`config.mk`:
```
export PLATFORM = sky130hd
export DESIGN_NAME = charge_ctrl
export DESIGN_NICKNAME = d
export VERILOG_FILES = /design/src/rtl/charger_pkg.sv /design/src/rtl/idle_timer.sv /design/src/rtl/charge_ctrl.sv
export SDC_FILE = /design/constraint.sdc
export NUM_CORES = 1
export LEC_CHECK = 0
export CAP_MARGIN = 10
export CORE_MARGIN = 1
export CORE_UTILIZATION = 40
export CTS_BUF_LIST = sky130_fd_sc_hd__clkbuf_4
export CTS_CLUSTER_DIAMETER = 50
export DETAILED_ROUTE_END_ITERATION = 8
export PLACE_DENSITY = 0.57
export SLEW_MARGIN = 20
export SYNTH_ARGS = -nofsm -noshare
export SYNTH_HDL_FRONTEND = slang
export SYNTH_SLANG_ARGS = --single-unit
```
`constraint.sdc`:
```
create_clock -name clk -period 4.81 [get_ports clk]
set_clock_uncertainty 0.15 [all_clocks]
set_input_delay 0.962 -clock clk [delete_from_list [all_inputs] [get_ports clk]]
set_output_delay 0.962 -clock clk [all_outputs]
set_load 0.02 [all_outputs]
```
`src/rtl/charger_pkg.sv`:
```
// Shared types and default parameters for the coin-operated charge controller.
package charger_pkg;

    typedef enum logic [2:0] {
        S_IDLE     = 3'd0,
        S_COLLECT  = 3'd1,
        S_LAUNCH   = 3'd2,
        S_CHARGING = 3'd3,
        S_DONE     = 3'd4
    } state_e;

    localparam int PRICE_SEC_DEF  = 120;
    localparam int MAX_CREDIT_DEF = 99;
    localparam int IDLE_CYC_DEF   = 30000;
    localparam int IDLE_W         = 15;
    localparam int LAUNCH_WAIT    = 8;

    // Value in credit units of the coin pulses seen in one cycle.
    function automatic logic [2:0] coin_value(input logic c1, input logic c5);
        return {2'b00, c1} + (c5 ? 3'd5 : 3'd0);
    endfunction

endpackage

```
`src/rtl/idle_timer.sv`:
```
// COLLECT inactivity timer: down-counter reloaded on load, expire at terminal count.
module idle_timer
    import charger_pkg::*;
#(
    parameter int LOAD_VAL = IDLE_CYC_DEF
) (
    input  logic clk,
    input  logic reset,
    input  logic load,
    output logic expire
);

    logic [IDLE_W-1:0] cnt_q, cnt_d;

    // Reload to LOAD_VAL-1 so expire rises on the LOAD_VAL-th cycle after a load.
    always_comb begin
        cnt_d = cnt_q;
        if (load)
            cnt_d = IDLE_W'(LOAD_VAL - 1);
        else if (cnt_q != '0)
            cnt_d = cnt_q - 1'b1;
    end

    // Counter register.
    always_ff @(posedge clk) begin
        if (reset)
            cnt_q <= '0;
        else
            cnt_q <= cnt_d;
    end

    assign expire = (cnt_q == '0);

endmodule

```
`src/rtl/charge_ctrl.sv`:
```
// Coin-operated charging controller: collects credit, launches the charge timer,
// handles refunds on cancel, inactivity or timer start failure.
//
// state      | meaning
// -----------+------------------------------------------------------------
// S_IDLE     | no credit; first accepted coin moves to S_COLLECT
// S_COLLECT  | accumulating credit; cancel/timeout refunds, confirm launches
// S_LAUNCH   | start asserted, waiting up to LAUNCH_WAIT cycles for timing
// S_CHARGING | timer running; falling timing ends the charge
// S_DONE     | single cycle, done pulse, back to S_IDLE
module charge_ctrl
    import charger_pkg::*;
#(
    parameter int PRICE_SEC  = PRICE_SEC_DEF,
    parameter int MAX_CREDIT = MAX_CREDIT_DEF,
    parameter int IDLE_CYC   = IDLE_CYC_DEF
) (
    input  logic        clk,
    input  logic        reset,
    input  logic        coin1,
    input  logic        coin5,
    input  logic        confirm,
    input  logic        cancel,
    input  logic        timing,
    output logic        start,
    output logic [13:0] charge_sec,
    output logic [6:0]  credit,
    output logic        refund,
    output logic [6:0]  refund_amt,
    output logic        coin_reject,
    output logic        done
);

    state_e      state_q, state_d;
    logic [6:0]  credit_q, credit_d;
    logic [6:0]  held_q, held_d;
    logic [13:0] charge_sec_q, charge_sec_d;
    logic [2:0]  launch_cnt_q, launch_cnt_d;
    logic        start_q, start_d;
    logic        refund_q, refund_d;
    logic [6:0]  refund_amt_q, refund_amt_d;
    logic        coin_reject_q, coin_reject_d;
    logic        done_q, done_d;

    logic        coin_any;
    logic [7:0]  coin_sum;
    logic        coin_fits;
    logic        timer_load;
    logic        timer_expire;

    idle_timer #(.LOAD_VAL(IDLE_CYC)) u_idle_timer (
        .clk    (clk),
        .reset  (reset),
        .load   (timer_load),
        .expire (timer_expire)
    );

    assign coin_any  = coin1 | coin5;
    assign coin_sum  = {1'b0, credit_q} + {5'b0, coin_value(coin1, coin5)};
    assign coin_fits = (coin_sum <= 8'(MAX_CREDIT));

    // Next-state and next-output logic; cancel beats confirm beats coin.
    always_comb begin
        state_d       = state_q;
        credit_d      = credit_q;
        held_d        = held_q;
        charge_sec_d  = charge_sec_q;
        launch_cnt_d  = launch_cnt_q;
        refund_d      = 1'b0;
        refund_amt_d  = '0;
        coin_reject_d = 1'b0;
        timer_load    = 1'b0;

        case (state_q)
            S_IDLE: begin
                if (coin_any) begin
                    if (coin_fits) begin
                        credit_d   = coin_sum[6:0];
                        timer_load = 1'b1;
                        state_d    = S_COLLECT;
                    end else begin
                        coin_reject_d = 1'b1;
                    end
                end
            end
            S_COLLECT: begin
                if (cancel || timer_expire) begin
                    refund_d      = 1'b1;
                    refund_amt_d  = credit_q;
                    credit_d      = '0;
                    coin_reject_d = coin_any;
                    state_d       = S_IDLE;
                end else if (confirm) begin
                    coin_reject_d = coin_any;
                    if (credit_q != '0) begin
                        charge_sec_d = 14'(credit_q) * 14'(PRICE_SEC);
                        held_d       = credit_q;
                        credit_d     = '0;
                        launch_cnt_d = 3'(LAUNCH_WAIT - 1);
                        state_d      = S_LAUNCH;
                    end
                end else if (coin_any) begin
                    if (coin_fits) begin
                        credit_d   = coin_sum[6:0];
                        timer_load = 1'b1;
                    end else begin
                        coin_reject_d = 1'b1;
                    end
                end
            end
            S_LAUNCH: begin
                coin_reject_d = coin_any;
                if (timing) begin
                    state_d = S_CHARGING;
                end else if (launch_cnt_q == '0) begin
                    refund_d     = 1'b1;
                    refund_amt_d = held_q;
                    state_d      = S_IDLE;
                end else begin
                    launch_cnt_d = launch_cnt_q - 1'b1;
                end
            end
            S_CHARGING: begin
                coin_reject_d = coin_any;
                if (!timing)
                    state_d = S_DONE;
            end
            S_DONE: begin
                coin_reject_d = coin_any;
                state_d       = S_IDLE;
            end
            default: state_d = S_IDLE;
        endcase

        start_d = (state_d == S_LAUNCH) || (state_d == S_CHARGING);
        done_d  = (state_d == S_DONE);
    end

    // State and registered outputs.
    always_ff @(posedge clk) begin
        if (reset) begin
            state_q       <= S_IDLE;
            credit_q      <= '0;
            held_q        <= '0;
            charge_sec_q  <= '0;
            launch_cnt_q  <= '0;
            start_q       <= 1'b0;
            refund_q      <= 1'b0;
            refund_amt_q  <= '0;
            coin_reject_q <= 1'b0;
            done_q        <= 1'b0;
        end else begin
            state_q       <= state_d;
            credit_q      <= credit_d;
            held_q        <= held_d;
            charge_sec_q  <= charge_sec_d;
            launch_cnt_q  <= launch_cnt_d;
            start_q       <= start_d;
            refund_q      <= refund_d;
            refund_amt_q  <= refund_amt_d;
            coin_reject_q <= coin_reject_d;
            done_q        <= done_d;
        end
    end

    assign start       = start_q;
    assign charge_sec  = charge_sec_q;
    assign credit      = credit_q;
    assign refund      = refund_q;
    assign refund_amt  = refund_amt_q;
    assign coin_reject = coin_reject_q;
    assign done        = done_q;

endmodule

```
==> results.tsv <==
metric	value	unit
grt_most_used_layer	met2	
peakVddDrop	0.112	mV
clkLatencyLatePin	380	ps
gr-usage-met1	24.0	%
firstDrtPassIters	5	
fin_crit_sh	85.0	%
cp_max_fo	9	
vias_per_cell	5.33	
relSlewSlack	34.9	%
fp.dieArea	8790	um2
die_h	93.8	um
synth-seq-cells	56	
hpwl	5380	um
holdCritStartpoint	charge_sec[9]	
drtAntennaViolNets	0	
timing.rr.start	credit[3]	
yosys_warnings	0	
r2r-end	charge_sec[12]	
antenna_cells	0	
post-cts-setup-buffers	0	
clk_pin_slew_worst_paths	160	ps
drt_iter0_markers	100	
finalNonFillerCells	522	
grt_util_met3	2.43	%
gr-total-overflow	0	
cp-end-kind	flip-flop	
syn_inst	386	
cts_hold_buf	0	
cts_tree	built	
drv_slew	0	
start_util	41.2	%
r2r_slack	1270	ps
crit_type	primary input to flip-flop	
grt_setup_unrepaired	no	
hold_depth	2	
final_net_count	462	
htreeDepth	2	
startpoint_type	primary input	
hold_path.class	flip-flop to flip-flop	
antenna_found_initial	0	
grt_pass1_vias	2648	
clock_sinks	56	
io_pins	39	
cap_violations	0	
cts_buffer_depth	2	
cts_buffers	5	
status	complete, no violations	
core_area	8180	um2
async_flop_share	0	%
ys_seq_area_share	33.3	%
place_inst	514	
required	5000	ps
p_leak	0.00154	uW
clock.fmax	245	MHz
dieWidth	93.8	um
fin_setup_tns	0	ps
arrival	4270	ps
synth_cell_types	61	
vias	2783	
port_buffers	35	
finalHoldViolCount	0	
drc	0	
grtUsageTotal	18.0	%
drive_above_1_share	5.28	%
synth_ff_type	dfxtp_1	
grt_max_degree	39	
use_met2	30.7	%
power	1010	uW
syn_area	3370	um2
num_rows	33	
tightest_slew	976	ps
ctsResizeCount	0	
nFillCells	827	
syn_avg_cell_area	8.73	um2
routabilityCongestion	0.780	
cts_root_buffer	clkbuf_4	
routed_wl	7350	um
area_growth	14.5	%
period_minus_slack	4090	ps
synth_edf_count	0	
wl_per_cell	14.1	um
r2r_cells	9	
grt_pass1_wl	12600	um
holdPathEnd	charge_sec[9]	
power_density	262	nW/um2
setup_viol	0	
## Yosys cell counts, types with 9 or more instances
master	count	area (um2)
nor3_1	10	50.1
nor2_1	28	105
o21ai_0	11	55.1
fa_1	12	240
clkbuf_1	9	33.8
ha_1	27	338
inv_1	20	75.1
dfxtp_1	56	1120
xnor2_1	12	105
a21oi_1	39	195
nand2_1	46	173
## power by group
group          total, uW  internal (uW)  switching [uW]
logic                277            122             155
clock network        210           61.7             148
registers            522            487            35.2
total               1010            670             338
## registers in the layout (all words and copies together) (netlist names)
name                count
u_idle_timer.cnt_q     15
charge_sec             10
credit                  7
held_q                  7
refund_amt              7
launch_cnt_q            3
state_q                 3
coin_reject             1
done                    1
refund                  1
start                   1
## kinds of logic (layout without fill, tap and decap cells)
kind of cell / count (synthesis) / count (layout) / share of synthesized area, %
xor gates and xnor gates: 17 / 17 / 4.42
buffers and inverters: 38 / 67 / 4.79
and+or+nand+nor: 136 / 136 / 20.8
AOI/OAI and AO/OA: 94 / 94 / 18.0
other: 1 / 3 / 0.111
muxes: 5 / 5 / 1.49
adders and majority gates: 39 / 39 / 17.2
DFF: 56 / 56 / 33.3
## layer usage
metal | vias up | routed length (um)
li1 | 1413 | -
met5 | - | 0
met3 | 5 | 257
met4 | 0 | 64
met1 | 1325 | 3620
met2 | 40 | 3400
## critical path, stage by stage
cell and delay, ps:
clkdlybuf4s50_1 500, inv_1 60, ha_1 270, ha_1 210
fa_1 440, or3b_1 400, a211oi_1 300, o22ai_1 190
a32o_1 350, or4b_1 520, nand2_1 70
## layout make-up
cell class | count | area, um2 | area share, %
multi-input cells | 294 | 2090 | 54.3
clock inverters | 2 | 11.3 | 0.292
repair buffers | 39 | 380 | 9.86
well taps | 105 | 131 | 3.41
inverters | 20 | 75.1 | 1.95
flip-flops and latches | 56 | 1120 | 29.1
clock buffers | 6 | 45.0 | 1.17
## per-stage QoR
| stage | hold slack, ps | worst slack [ps] | cell area [um2] | utilization (%) |
|---|---|---|---|---|
| 3_5_place_dp | 295 | 329 | 3800 | 46.5 |
| 3_3_place_gp | 291 | 384 | 3800 | 46.5 |
| 6_report | 312 | 721 | 3860 | 47.2 |
| 2_1_floorplan | 286 | 1030 | 3380 | - |
| 5_1_grt | 341 | 480 | 3860 | 47.2 |
| 4_1_cts | 314 | 741 | 3860 | 47.2 |
## worst max path at each step
stage	startpoint	endpoint	slack (ps)	cells past startpoint
final	coin5	credit[5]	720	11
after detailed placement	coin5	credit[5]	330	11
after global placement	coin5	credit[5]	380	11
after floorplan	coin1	credit[5]	1030	10
after CTS	coin5	credit[5]	740	11
after global routing	coin5	credit[5]	480	11
## cell usage in the layout (no fill, tap or decap), drive strengths merged, types with 2 or more instances in the layout
cell type	instances
a211oi	4
a21boi	2
a21oi	39
a22oi	7
a311oi	2
a31oi	2
a32oi	2
and2	2
and3	7
and4	2
buf	4
clkbuf	6
clkdlybuf4s50	35
conb	3
dfxtp	56
fa	12
ha	27
inv	20
mux2i	5
nand2	46
nand2b	5
nand3	5
nand4	2
nor2	29
nor2b	2
nor3	10
nor4	4
nor4b	4
o211ai	4
o21a	3
o21ai	12
o21bai	3
o31a	2
o31ai	2
or2	4
or3	5
or4b	3
xnor2	12
xor2	5
Note: power is estimated with default switching activity, not from simulation.
